$ cat config.mk
export PLATFORM = sky130hd
export DESIGN_NAME = switch_debounce
export DESIGN_NICKNAME = d
export VERILOG_FILES = /design/src/rtl/switch_debounce.sv
export SDC_FILE = /design/constraint.sdc
export NUM_CORES = 1
export LEC_CHECK = 0
export CORE_MARGIN = 8
export CORE_UTILIZATION = 60
export CTS_BUF_LIST = sky130_fd_sc_hd__clkbuf_2 sky130_fd_sc_hd__clkbuf_4 sky130_fd_sc_hd__clkbuf_8
export DETAILED_ROUTE_END_ITERATION = 7
export PLACE_DENSITY_LB_ADDON = 0.2
export SLEW_MARGIN = 20
export SYNTH_ARGS = -nofsm -noshare
export SYNTH_HDL_FRONTEND = slang
export SYNTH_SLANG_ARGS = --single-unit
$ cat constraint.sdc
create_clock -name i_Clk -period 2.5 [get_ports i_Clk]
set_input_delay 0.375 -clock i_Clk [delete_from_list [all_inputs] [get_ports i_Clk]]
set_output_delay 0.375 -clock i_Clk [all_outputs]
set_load 0.03 [all_outputs]
$ cat src/rtl/switch_debounce.sv
// Switch debouncer: synchronizer, stability-counter filter, registered press/release strobes.
// Optional macro SWITCH_DEBOUNCE_RELEASE_COUNT_EN adds an 8-bit wrapping release counter port.
module switch_debounce #(
    parameter int unsigned DEBOUNCE_LIMIT = 250000,
    parameter int unsigned SYNC_STAGES    = 2
) (
    input  logic       i_Clk,
    input  logic       i_Rst_L,
    input  logic       i_Switch,
    output logic       o_Switch,
    output logic       o_Press_Pulse,
    output logic       o_Release_Pulse
`ifdef SWITCH_DEBOUNCE_RELEASE_COUNT_EN
    ,
    output logic [7:0] o_Release_Count
`endif
);

    localparam int unsigned     CNT_W   = $clog2(DEBOUNCE_LIMIT);
    localparam logic [CNT_W-1:0] CNT_MAX = CNT_W'(DEBOUNCE_LIMIT - 1);
    localparam logic [CNT_W-1:0] CNT_ONE = CNT_W'(1);

    typedef enum logic {
        ST_STABLE,
        ST_COUNT
    } state_t;

    logic [SYNC_STAGES-1:0] r_Sync;
    logic                   w_Sync;

    state_t                 r_State;
    state_t                 w_State_Next;
    logic [CNT_W-1:0]       r_Count;
    logic [CNT_W-1:0]       w_Count_Next;
    logic                   w_Switch_Next;
    logic                   w_Press_Next;
    logic                   w_Release_Next;

    always_ff @(posedge i_Clk or negedge i_Rst_L) begin
        if (!i_Rst_L) begin
            r_Sync <= '0;
        end else begin
            r_Sync <= {r_Sync[SYNC_STAGES-2:0], i_Switch};
        end
    end

    assign w_Sync = r_Sync[SYNC_STAGES-1];

    // Any return of w_Sync to the accepted level drops back to ST_STABLE, restarting the count.
    always_comb begin
        w_State_Next   = r_State;
        w_Count_Next   = '0;
        w_Switch_Next  = o_Switch;
        w_Press_Next   = 1'b0;
        w_Release_Next = 1'b0;
        unique case (r_State)
            ST_STABLE: begin
                if (w_Sync != o_Switch) begin
                    w_State_Next = ST_COUNT;
                    w_Count_Next = CNT_ONE;
                end
            end
            ST_COUNT: begin
                if (w_Sync == o_Switch) begin
                    w_State_Next = ST_STABLE;
                end else if (r_Count == CNT_MAX) begin
                    w_State_Next   = ST_STABLE;
                    w_Switch_Next  = w_Sync;
                    w_Press_Next   = w_Sync;
                    w_Release_Next = ~w_Sync;
                end else begin
                    w_Count_Next = r_Count + 1'b1;
                end
            end
            default: begin
                w_State_Next = ST_STABLE;
            end
        endcase
    end

    always_ff @(posedge i_Clk or negedge i_Rst_L) begin
        if (!i_Rst_L) begin
            r_State         <= ST_STABLE;
            r_Count         <= '0;
            o_Switch        <= 1'b0;
            o_Press_Pulse   <= 1'b0;
            o_Release_Pulse <= 1'b0;
        end else begin
            r_State         <= w_State_Next;
            r_Count         <= w_Count_Next;
            o_Switch        <= w_Switch_Next;
            o_Press_Pulse   <= w_Press_Next;
            o_Release_Pulse <= w_Release_Next;
        end
    end

`ifdef SWITCH_DEBOUNCE_RELEASE_COUNT_EN
    logic [7:0] r_Release_Count;

    always_ff @(posedge i_Clk or negedge i_Rst_L) begin
        if (!i_Rst_L) begin
            r_Release_Count <= '0;
        end else if (o_Release_Pulse) begin
            r_Release_Count <= r_Release_Count + 8'd1;
        end
    end

    assign o_Release_Count = r_Release_Count;
`endif

endmodule
==> impl_results.md <==
- Final design area excluding fillers: 1220 sq um
- Final wirelength: around 1900 microns
- Clock sinks: 24
- Minimum clock period: 1.96 ns
- Synthesis-stage register bit count: 24
- Initial antenna violation count: 0
- # DRC: 0
- Worst-margin pin slew: 0.326 ns
- Post-Syn Area: 1140 sq um
- Crit Path Category: register to register
- Net Count, Synth: 110
- Drt pass-1 iters: 4
- Synthesis-to-layout area growth: 7.03%
- Lkg Pwr: 0.483 nW
- Post-CTS Setup Bufs: 0
- Core area: 1760 sq um
- CTS tree: built
- Cells on Worst Hold Path: 0
- Met1 Track Usage GR: 0.154
- # Max-Cap Violations: 0
- Final Wtd Congestion: 0.802
- Row cnt: 15
- R2R depth: 4
- Crit path buffers/inverters: 0
- Slowest CP cell: or4_1
- Power per Cell Area: 474 nW/um^2
- Hold Path Sink: r_Sync[1]
- Die area: 3550 sq um
- DR WL/cell: 13.5 microns
- Most used routing layer: met2
- Vias in the first global route: 740
- CP startpoint kind: register
- Worst endpoint required time: approximately 2.7 ns
- Max frequency: 511 MHz
- Seq/Total Area, Yosys: 0.527
- Yosys cell types: 28
- RSZ-0062 raised after global routing: false
- Clock root buffer: clkbuf_4
- Met3 usage: 0.0195
- Dpl hpwl: 1340 microns
- Cell Chain, Critical Path: or4_1 -> nor4_2 -> and3_4 -> mux2_4
- Layout Nets: 119
- Largest net degree at the start of global routing: 25
- Syn Inst Count: 106
- Synth warn: 0
- Initial core utilization: 0.645
- Met2 GRT Util: 0.190
- Max incr delay on CP: 0.54 ns
- I/O Pins: 6
- GRT overflow: 0
- Skew final: 0.00257 ns
- # diodes: 0
- Number of setup violations in the final report: 0
- Via count: between 700 and 800
- Largest delay share family, worst path: simple AND/OR/NAND/NOR gates
- Status: finished clean
- Cts hold-fix bufs: 0
- Worst vdd ir: between 0.3 and 0.4 mV
- Post-CTS sizing: 0
- Antenna-violating nets left: 0
- H-tree lvl count: 1
- Filler cells: 164
- Reg2reg setup slack: approximately 0.54 ns
- Clock Path Buffers: 2
- Slew Limit Headroom: 0.782
- Fin crit share: 0.783
- Clk_lat worst skew: 0.30 ns
- Reg-to-reg endpoint: o_Switch
- Placed cell areas: 1200 sq um
- CP Capture Type: register
- Final hold vios: 0
- Syn_area_per_cell: approximately 11 sq um
- Number of I/O port buffers: 5
- Vias/cell: 5.40
- Number of buffers created by CTS: 3
- Drt first-iter violations: 18
- Die Y: slightly below 60 microns
- Share of cells above drive strength 1: 0.115
- Post-Route Setup TNS: 0 ns
- Worst-path maximum fanout: 5
- Worst hold path class: register to register
- Fin. max-slew vios: 0
- Die X: 59.6 microns
- Hold_sp: r_Sync[0]
- Critical Path AT: 2.16 ns
- Reg2reg start: r_Count[10]
- First-pass GRT wire length: roughly 3200 microns
- CTS clk-pin slew, worst paths: about 0.12 ns
- GRT Overall Usage: 0.120
==> through the flow <==
| stage | std cells | hold WS [ns] | total power, mW | util | worst slack (ns) |
|---|---|---|---|---|---|
| 3_5_place_dp | 135 | 0.335 | 0.427 | 0.678 | 0.554 |
| 4_1_cts | 138 | 0.362 | 0.586 | 0.691 | 0.542 |
| 6_report | 138 | 0.359 | 0.578 | 0.691 | 0.543 |
| 3_3_place_gp | 135 | 0.332 | 0.427 | 0.678 | 0.585 |
| 5_1_grt | 138 | 0.371 | 0.607 | 0.691 | 0.410 |
| 2_1_floorplan | 106 | 0.0794 | 0.418 | - | 0.638 |
==> layout make-up <==
class | count | area, sq um | share of cell area
inverters | 5 | 18.8 | 0.0154
clock buffers | 3 | 22.5 | 0.0185
multi-input cells | 75 | 488 | 0.400
flip-flops and latches | 24 | 601 | 0.493
well taps | 25 | 31.3 | 0.0257
repair buffers | 6 | 57.6 | 0.0472
==> sequential cells by signal, summed over array words and instances (netlist names) <==
signal and cells:
o_Release_Pulse 1, o_Press_Pulse 1, r_Sync 2, r_State 1, r_Count 18, o_Switch 1
==> cells in the mapped netlist <==
master,instances,area [sq um]
nand3_1,6,30.0
and3_1,1,6.26
a211o_2,1,10.0
nand4_1,4,25.0
and3_4,1,11.3
nor4_2,1,12.5
a211oi_1,1,7.51
xor2_1,1,8.76
buf_6,1,11.3
nand2_1,4,15.0
buf_12,1,20.0
inv_1,5,18.8
or3_4,1,11.3
or4_1,3,22.5
or2_2,1,6.26
ha_1,1,12.5
o21ai_0,1,5.00
mux2_4,1,15.0
and3b_2,2,20.0
or3_1,1,6.26
nor2_1,20,75.1
xnor2_1,14,123
nand4_2,1,12.5
a21oi_1,2,10.0
o31ai_1,1,7.51
dfrtp_1,24,601
nor4_1,4,25.0
nor3_1,2,10.0
==> where the power goes <==
group	switching [mW]	internal, mW
combinational	0.0146	0.00775
clock	0.103	0.0562
sequential	0.00388	0.393
==> cells in the final DEF, fill, tap and decap left out, drive strengths merged <==
cell | Yosys | routed
nand3 | 6 | 6
nor4 | 5 | 5
or4 | 3 | 3
a211o | 1 | 1
dfrtp | 24 | 24
inv | 5 | 5
a21oi | 2 | 2
or3 | 2 | 2
or2 | 1 | 1
nand2 | 4 | 4
xnor2 | 14 | 14
nor3 | 2 | 2
and3b | 2 | 2
clkdlybuf4s50 | 0 | 5
xor2 | 1 | 1
nor2 | 20 | 20
o31ai | 1 | 1
buf | 2 | 1
ha | 1 | 1
mux2 | 1 | 1
and3 | 2 | 2
clkbuf | 0 | 3
o21ai | 1 | 1
a211oi | 1 | 1
nand4 | 5 | 5
==> routing by layer <==
metal	share of wire	vias up	wire, microns
li1	-	379	-
met2	0.46	13	864
met1	0.50	351	926
met4	0.0064	0	12
met3	0.031	2	58
met5	0	-	0
==> kinds of logic after synthesis <==
group           count (synthesis)  synth area share
compound gates                  6            0.0352
fa+ha+maj                       1            0.0110
flops                          24             0.527
simple gates                   52             0.254
xor+xnor                       15             0.115
mux                             1            0.0132
buf+inv                         7            0.0440
==> worst max path at each step <==
stage | cells after the start | slack, ns | to | startpoint
5_1_grt | 5 | 0.41 | o_Switch | r_Count[0]
4_1_cts | 4 | 0.54 | o_Switch | r_Count[10]
3_3_place_gp | 4 | 0.59 | o_Switch | r_Count[10]
3_5_place_dp | 4 | 0.55 | o_Switch | r_Count[10]
2_1_floorplan | 4 | 0.64 | o_Switch | r_Count[10]
6_report | 4 | 0.54 | o_Switch | r_Count[10]
==> worst register-to-register path, delay by kind of cell (launching register included) <==
family | cells | cell delay (ns)
simple gates | 3 | 1.12
mux | 1 | 0.29
flops | 1 | 0.44
(Power assumes the default switching activity.)
